$ cat src/rtl/instr_encoder_loader.sv
// RV32I field-bundle encoder that streams encoded words into instruction memory, one word per two cycles.
// Optional: define ENC_RANGE_CHECK_EN to flag immediates that do not fit their format (the word is still written, truncated).
module instr_encoder_loader #(
  parameter logic [31:0] BASE_ADDR = 32'h0000_0000,
  parameter int          DEPTH     = 1024
) (
  input  logic        i_clk,
  input  logic        i_rst_n,
  input  logic        i_start,
  input  logic        i_in_valid,
  output logic        o_in_ready,
  input  logic [2:0]  i_fmt,
  input  logic [6:0]  i_opcode,
  input  logic [4:0]  i_rd,
  input  logic [4:0]  i_rs1,
  input  logic [4:0]  i_rs2,
  input  logic [2:0]  i_funct3,
  input  logic [6:0]  i_funct7,
  input  logic [31:0] i_imm,
  input  logic        i_last,
  output logic        o_mem_we,
  output logic [31:0] o_mem_addr,
  output logic [31:0] o_mem_wdata,
  output logic        o_busy,
  output logic        o_done,
  output logic [31:0] o_count,
  output logic        o_err
);
  typedef enum logic [1:0] {S_IDLE, S_LOAD, S_WRITE, S_DONE} state_t;
  localparam logic [31:0] DEPTH_W = DEPTH;
  localparam logic [31:0] NOP     = 32'h0000_0013;

  state_t      r_state, w_next;
  logic [31:0] r_addr, r_word, r_count;
  logic        r_last, r_err;
  logic [31:0] w_word;
  logic        w_enc_err, w_accept, w_full;

  assign w_accept = (r_state == S_LOAD) && i_in_valid;
  assign w_full   = (r_count + 32'd1) == DEPTH_W;

  always_comb begin
    w_word    = NOP;
    w_enc_err = 1'b0;
    case (i_fmt)
      3'd0: w_word = {i_funct7, i_rs2, i_rs1, i_funct3, i_rd, i_opcode};
      3'd1: w_word = {i_imm[11:0], i_rs1, i_funct3, i_rd, i_opcode};
      3'd2: w_word = {i_imm[11:5], i_rs2, i_rs1, i_funct3, i_imm[4:0], i_opcode};
      3'd3: w_word = {i_imm[12], i_imm[10:5], i_rs2, i_rs1, i_funct3, i_imm[4:1], i_imm[11], i_opcode};
      3'd4: w_word = {i_imm[31:12], i_rd, i_opcode};
      3'd5: w_word = {i_imm[20], i_imm[10:1], i_imm[11], i_imm[19:12], i_rd, i_opcode};
      default: w_enc_err = 1'b1;
    endcase
`ifdef ENC_RANGE_CHECK_EN
    case (i_fmt)
      3'd1, 3'd2: if ($signed(i_imm) < -32'sd2048 || $signed(i_imm) > 32'sd2047) w_enc_err = 1'b1;
      3'd3: if ($signed(i_imm) < -32'sd4096 || $signed(i_imm) > 32'sd4094 || i_imm[0]) w_enc_err = 1'b1;
      3'd5: if ($signed(i_imm) < -32'sd1048576 || $signed(i_imm) > 32'sd1048574 || i_imm[0]) w_enc_err = 1'b1;
      3'd4: if (i_imm[11:0] != 12'd0) w_enc_err = 1'b1;
      default: ;
    endcase
`endif
  end

  always_ff @(posedge i_clk or negedge i_rst_n) begin
    if (!i_rst_n) r_state <= S_IDLE;
    else          r_state <= w_next;
  end

  always_comb begin
    w_next = r_state;
    case (r_state)
      S_IDLE:  if (i_start) w_next = S_LOAD;
      S_LOAD:  if (i_in_valid) w_next = S_WRITE;
      S_WRITE: w_next = (r_last || w_full) ? S_DONE : S_LOAD;
      default: w_next = S_IDLE;
    endcase
  end

  // Strobes decode straight from state so an async reset drops them immediately.
  always_comb begin
    o_in_ready = (r_state == S_LOAD);
    o_mem_we   = (r_state == S_WRITE);
    o_busy     = (r_state != S_IDLE);
    o_done     = (r_state == S_DONE);
  end

  always_ff @(posedge i_clk or negedge i_rst_n) begin
    if (!i_rst_n) begin
      r_addr  <= BASE_ADDR;
      r_word  <= 32'd0;
      r_count <= 32'd0;
      r_last  <= 1'b0;
      r_err   <= 1'b0;
    end else begin
      case (r_state)
        S_IDLE: if (i_start) begin
          r_addr  <= BASE_ADDR;
          r_count <= 32'd0;
          r_err   <= 1'b0;
        end
        S_LOAD: if (w_accept) begin
          r_word <= w_word;
          r_last <= i_last;
          if (w_enc_err) r_err <= 1'b1;
        end
        S_WRITE: begin
          r_addr  <= r_addr + 32'd4;
          r_count <= r_count + 32'd1;
          if (!r_last && w_full) r_err <= 1'b1;
        end
        default: ;
      endcase
    end
  end

  assign o_mem_addr  = r_addr;
  assign o_mem_wdata = r_word;
  assign o_count     = r_count;
  assign o_err       = r_err;
endmodule

$ cat config.mk
export PLATFORM = sky130hd
export DESIGN_NAME = instr_encoder_loader
export DESIGN_NICKNAME = d
export VERILOG_FILES = /design/src/rtl/instr_encoder_loader.sv
export SDC_FILE = /design/constraint.sdc
export NUM_CORES = 1
export LEC_CHECK = 0
export ABC_AREA = 1
export BUFFER_PORTS_ARGS = -buffer_cell sky130_fd_sc_hd__buf_4
export CAP_MARGIN = 5
export CORE_ASPECT_RATIO = 1.5
export CORE_MARGIN = 2
export CORE_UTILIZATION = 47
export DETAILED_ROUTE_END_ITERATION = 10
export GPL_TIMING_DRIVEN = 0
export MAX_ROUTING_LAYER = met4
export PLACE_DENSITY = 0.87
export SLEW_MARGIN = 30
export SYNTH_ARGS = -nofsm -noshare
export SYNTH_HDL_FRONTEND = slang
export SYNTH_SLANG_ARGS = --single-unit
export TNS_END_PERCENT = 1
$ cat constraint.sdc
create_clock -name i_clk -period 2.1 [get_ports i_clk]
set_input_delay 0.525 -clock i_clk [delete_from_list [all_inputs] [get_ports i_clk]]
set_output_delay 0.525 -clock i_clk [all_outputs]
set_load 0.05 [all_outputs]
==> results.txt, run 1 <==
Clock Path Buffers: 2
cell count after synthesis: 807
filler instances: 1028
wire length per cell: 15.5 µm
Syn-to-layout area delta: 39.4%
Buf/Inv on CP: 0
crit path kind: reg -> reg
initial antenna violation count: 0
violated checks: setup timing
worst reg2reg setup slack: -0.15 ns
CP top delay family: simple AND/OR/NAND/NOR gates
Top FF cell, synth: dfrtp_1
number of global-route vias before repair: 6139
worst-case reg-to-reg path depth: 13
Residual DRC: 0
DR vias: 6338
Synth Register Bits: 98
CP max FO: 7
Die Width: 93.9 µm
Worst setup SP type: register
Fin. Hold Viols: 0
status: complete, but fails checks
# port buffers: 170
FMAX: 445 MHz
most used cell, CP: nand2_1
row cnt: 49
Ant. Diodes: 0
Synth area leaders: dfrtp_1, nand2_1, inv_1
synth warn: 0
post-synthesis mux area share: 0%
largest family of logic cells by synthesized area: simple AND/OR/NAND/NOR gates
total power: 7.99 mW
Post-Synth Simple-Gate Area: 32.9%
gpl congestion: 1.01
final-stage net count: 1098
Slew @ Worst Pin: 0.799 ns
CTS tree: yes
TritonCTS buffer count: 9
mean cell area of the mapped netlist: 7.05 µm²
HPWL Detailed: 13.4 mm
share of cells above drive strength 1: 27.6%
Initial DRC Count: 374
# setup viols final: 4
HP Class: in -> async
first drt pass iteration count: 5
skew final: 0.00673 ns
critical path's slowest cell: dfrtp_2
Post-Synth XOR/XNOR Area: 1.54%
Vias/cell: 5.38
peak supply drop: 0.814 mV
register area share after synthesis: 43.1%
Detailed Route WL: 18.3 mm
RR Endpoint: o_err$_DFFE_PN0P_
post-layout util: 66.7%
Compound-Gate Fraction of Synth Area: 13.3%
htree depth: 3
Die ar.: 13000 µm²
Post-Synthesis Cell Area: 5690 µm²
Clock Sinks: 98
largest net degree at the start of global routing: 99
minimum clock period: 2.25 ns
Crit path arrival time: 2.49 ns
Pleak: 3.87 nW
antenna viol nets, final: 0
power per cell area: 1010 nW/µm²
clk_lat worst skew: 0.35 ns
CP peak stage delay: 0.41 ns
post-synth cell types: 42
register area: 2460 µm²
largest area contributor in the netlist: dfrtp_1
crit-path cells: ha_4 -> nand2_4 -> nor2_4 -> nand2_4 -> nor2_4 -> xor2_2 -> nand3_1 -> nor2_1 -> nand4_1 -> nand2_1 -> nand2_1 -> nand2_1 -> nand2_1
Crit. End Element: register
max_slew headroom: 46.7%
Root Driver: clkbuf_16
Core Box Area: 11900 µm²
EDFF count, synth: 0
commonest non-fill, non-tap cell in the layout: nand2_1
Pins Over Slew Limit: 0
Post-synth ARST share: 100%
initial core utilization: 47.9%
Adder-Cell Fraction of Synth Area: 1.54%
footprint of the multi-input gates: 3040 µm²
I/O Pins: 173
clock slew at reported path FFs: 0.07 ns
first-pass GRT wire length: 29.0 mm
worst path required time: 2.34 ns
max cap viols: 0
RSZ-0062 raised after global routing: yes
Synth top area share: 43.1%
r2r startpoint: o_count[1]$_DFFE_PN0P_
PnR worst setup slack: -0.149 ns
Die Y: 139 µm
pre-CTS WS: -0.408 ns
gr usage total: 28.8%
fin crit share: 107%
total grt overflow: 0
most frequent cells in the layout: nand2_1, buf_4, inv_1, dfrtp_1, nor2_1
[cell type report]
class	instances	share of cell area (%)
flip-flops and latches	98	31.0
inverters	95	4.64
multi-input cells	597	38.3
clock inverters	4	0.662
clock buffers	12	2.98
plain buffers	18	0.993
repair buffers	200	19.0
well taps	153	2.41
[metrics by stage]
| step | setup TNS (ns) | hold WS [ns] | cell area [µm²] | instances |
|---|---|---|---|---|
| 2_1_floorplan | -0.805 | 0.229 | 5710 | 808 |
| 3_3_place_gp | -3.39 | 0.458 | 7180 | 1131 |
| 3_5_place_dp | -4.03 | 0.459 | 7180 | 1131 |
| 4_1_cts | -0.382 | 0.329 | 7730 | 1166 |
| 5_1_grt | -1.71 | 0.321 | 7940 | 1177 |
| 6_report | -0.377 | 0.242 | 7940 | 1177 |
[worst max-delay path by stage]
stage | startpoint | end | cells past startpoint
3_5_place_dp | r_state[0]$_DFFE_PN0P_ | o_mem_addr[30]$_DFFE_PN0P_ | 14
6_report | o_count[1]$_DFFE_PN0P_ | o_err$_DFFE_PN0P_ | 13
2_1_floorplan | r_state[0]$_DFFE_PN0P_ | o_mem_addr[30]$_DFFE_PN0P_ | 15
4_1_cts | r_state[0]$_DFFE_PN0P_ | o_mem_addr[30]$_DFFE_PN0P_ | 15
5_1_grt | o_count[1]$_DFFE_PN0P_ | o_err$_DFFE_PN0P_ | 16
3_3_place_gp | r_state[0]$_DFFE_PN0P_ | o_mem_addr[23]$_DFFE_PN0P_ | 12
[registers in the layout, summed over array words and instances (netlist names)]
signal / count
o_count: 32
o_err: 1
o_mem_addr: 30
o_mem_wdata: 32
r_last: 1
r_state: 2
[routing by layer]
metal	vias to the layer above	global-route usage (%)	wire length (µm)
li1	3015	-	-
met1	2988	31.2	6740
met2	272	49.7	9600
met3	63	5.00	1110
met4	0	14.6	850
met5	-	-	0
[cells by family after synthesis]
group,after synthesis
flops,98
xor+xnor,10
simple gates,450
fa+ha+maj,7
buf+inv,113
compound gates,128
other cells,1
[repair_timing]
item                                    4_1_cts  5_1_grt
endpoints found under the hold margin         0        0
endpoints found under the setup margin       42       47
hold buffers                                  0        0
resized for setup                            30       40
buffers inserted                             19       11
pin swaps                                    13       19
[synth_stat cells (all sizes together), types with 3 or more instances]
library cell / n
a22oi: 8
a21oi: 26
inv: 94
a22o: 4
nand2: 272
a31oi: 3
nand3: 46
o31ai: 4
nor3: 17
dfrtp: 98
xor2: 8
clkbuf: 15
a21o: 5
ha: 7
nand4: 8
o21ai: 55
or2: 3
o22ai: 16
buf: 3
nor2: 98
[power by group]
group	switching, mW	leakage [nW]	internal (mW)	total, mW
Sequential	0.247	1.30	2.24	2.49
Clock	0.729	0.141	0.929	1.66
Combinational	2.66	2.43	1.18	3.84
Total	3.64	3.87	4.35	7.99
(Power assumes the default switching activity.)
==> run 2, diff against run 1 <==
- CORE_UTILIZATION: 47 -> 48
- CTS_BUF_LIST: unset -> sky130_fd_sc_hd__clkbuf_8
- GPL_ROUTABILITY_DRIVEN: unset -> 0
- PLACE_DENSITY: 0.87 -> 0.88
==> results.txt, run 2 (synthesis gave the netlist of run 1 again) <==
htree depth: 3 (unchanged)
TritonCTS buffer count: 9 (unchanged)
share of cells above drive strength 1: 27.4% (-0.26 points)
Clock Path Buffers: 2 (unchanged)
Syn-to-layout area delta: 36.7%
max cap viols: 0 (unchanged)
CP max FO: 2 (-5)
most used cell, CP: nand3_1
Slew @ Worst Pin: 0.812 ns (+0.0129 ns)
crit-path cells: buf_4 -> buf_4 -> buf_4 -> nand3_1 -> xor2_1 -> nand3_1 -> nor2_2 -> nand3_1 -> nor2_2 -> nand3_1 -> nand2_1 -> nand2_1 -> a21oi_2
gr usage total: 29.2% (+0.36 points)
clk_lat worst skew: 0.38 ns (+0.03 ns)
uppermost routed layer: met4
pre-CTS WS: -0.433 ns (-0.0245 ns)
Die ar.: 12800 µm² (-2.0%)
worst reg2reg setup slack: -0.18 ns (-0.03 ns)
Pleak: 3.77 nW (-2.6%)
# port buffers: 170 (unchanged)
RSZ-0062 raised after global routing: yes
I/O Pins: 173 (unchanged)
Core Box Area: 11500 µm² (-3.1%)
violated checks: setup timing
Root Driver: clkbuf_8
Ant. Diodes: 0 (unchanged)
peak supply drop: 0.869 mV (+6.7%)
Hold Buf Count CTS: 0 (unchanged)
CP peak stage delay: 0.45 ns (+0.04 ns)
worst path required time: 2.39 ns (+0.05 ns)
power per cell area: 959 nW/µm² (-4.8%)
filler instances: 990 (-3.7%)
largest net degree at the start of global routing: 99 (unchanged)
Worst setup SP type: register
fin crit share: 108% (+1.3 points)
M1 WL: 6.55 mm (-2.9%)
Die Width: 92.9 µm (-1.0%)
wire length per cell: 15.8 µm (+1.3%)
row cnt: 48 (-2.0%)
skew final: 0.0172 ns (+0.0104 ns)
most frequent cells in the layout: nand2_1, buf_4, dfrtp_1
clock slew at reported path FFs: 0.11 ns (+0.04 ns)
minimum clock period: 2.28 ns (+0.0280 ns)
Buf/Inv on CP: 3 (+3)
first-pass GRT wire length: 28.8 mm (-0.64%)
Pins Over Slew Limit: 0 (unchanged)
HP Class: in -> async
CP top delay family: simple AND/OR/NAND/NOR gates
Crit path arrival time: 2.57 ns (+0.08 ns)
Initial DRC Count: 376 (+0.53%)
post-route insts no fill: 1169 (-0.68%)
critical path's slowest cell: dfrtp_2
met3 routed wirelength: 1.23 mm (+11%)
total grt overflow: 0 (unchanged)
first drt pass iteration count: 6 (+1)
Clock Sinks: 98 (unchanged)
Crit. End Element: register
Fin. Hold Viols: 0 (unchanged)
initial antenna violation count: 0 (unchanged)
number of global-route vias before repair: 6345 (+3.4%)
PnR worst setup slack: -0.177 ns (-0.0280 ns)
FMAX: 439 MHz (-1.2%)
Vias/cell: 5.40 (+0.29%)
Die Y: 137 µm (-1.0%)
final-stage net count: 1094 (-0.36%)
DR vias: 6313 (-0.39%)
max_slew headroom: 45.9% (-0.86 points)
CTS tree: yes
Hold WS: 0.205 ns (-0.0377 ns)
Residual DRC: 0 (unchanged)
DR WL met2: 9.73 mm (+1.4%)
status: complete, but fails checks
Detailed Route WL: 18.4 mm (+0.65%)
antenna viol nets, final: 0 (unchanged)
crit path kind: reg -> reg
# placed instances: 1128 (-0.27%)
commonest non-fill, non-tap cell in the layout: nand2_1
# setup viols final: 6 (+2)
initial core utilization: 49.4% (+1.5 points)
HPWL Detailed: 13.6 mm (+1.8%)
[run 2: area by class of cell]
cell class / count / area (µm²) / share of cell area, %
multi-input combinational: 597 / 3040 / 39.1
sequential: 98 / 2460 / 31.7
timing repair buffer: 196 / 1480 / 19.0
inverter: 95 / 365 / 4.70
tap: 150 / 188 / 2.41
clock buffer: 9 / 124 / 1.59
buffer: 18 / 76.3 / 0.981
clock inverter: 6 / 42.5 / 0.547
[run 2: power by group]
group	leakage [nW]	switching [mW]	internal (mW)	total [mW]
sequential	1.30	0.260	2.24	2.50
combinational	2.39	2.66	1.18	3.83
clock	0.0819	0.698	0.429	1.13
[run 2: what timing repair did]
action                                  in CTS  in global routing
setup buffers                               18                  8
pin swaps                                   13                 21
resized for setup                           29                 36
endpoints found under the setup margin      38                 20
cloned                                       0                  0
hold endpoints to repair                     0                  0
[run 2: layer usage]
metal,track usage [%],vias up
met5,-,-
met4,15.7,0
met3,5.25,71
met2,52.8,288
met1,29.7,2928
li1,-,3026
[run 2: path summary, 6_finish.rpt]
check | to | cells past startpoint | start
hold / removal | o_count[19]$_DFFE_PN0P_ | 1 | i_rst_n
setup reg to reg | r_state[1]$_DFFE_PN0P_ | 13 | o_count[0]$_DFFE_PN0P_
min in group i_clk | o_mem_wdata[4]$_DFFE_PN0P_ | 3 | i_opcode[4]
max in group asynchronous | o_count[6]$_DFFE_PN0P_ | 1 | i_rst_n
setup / recovery | r_state[1]$_DFFE_PN0P_ | 13 | o_count[0]$_DFFE_PN0P_
hold reg to reg | o_mem_wdata[8]$_DFFE_PN0P_ | 1 | o_mem_wdata[8]$_DFFE_PN0P_
[run 2: through the flow]
step	TNS (ns)	power, mW	utilization [%]	instance area, µm²
floorplan	-0.805	4.83	-	5710
global placement	-3.02	5.97	62.2	7170
detailed placement	-3.83	6.04	62.3	7180
CTS	-0.598	7.36	65.8	7580
global route	-1.89	7.83	67.5	7780
finish	-0.473	7.46	67.5	7780
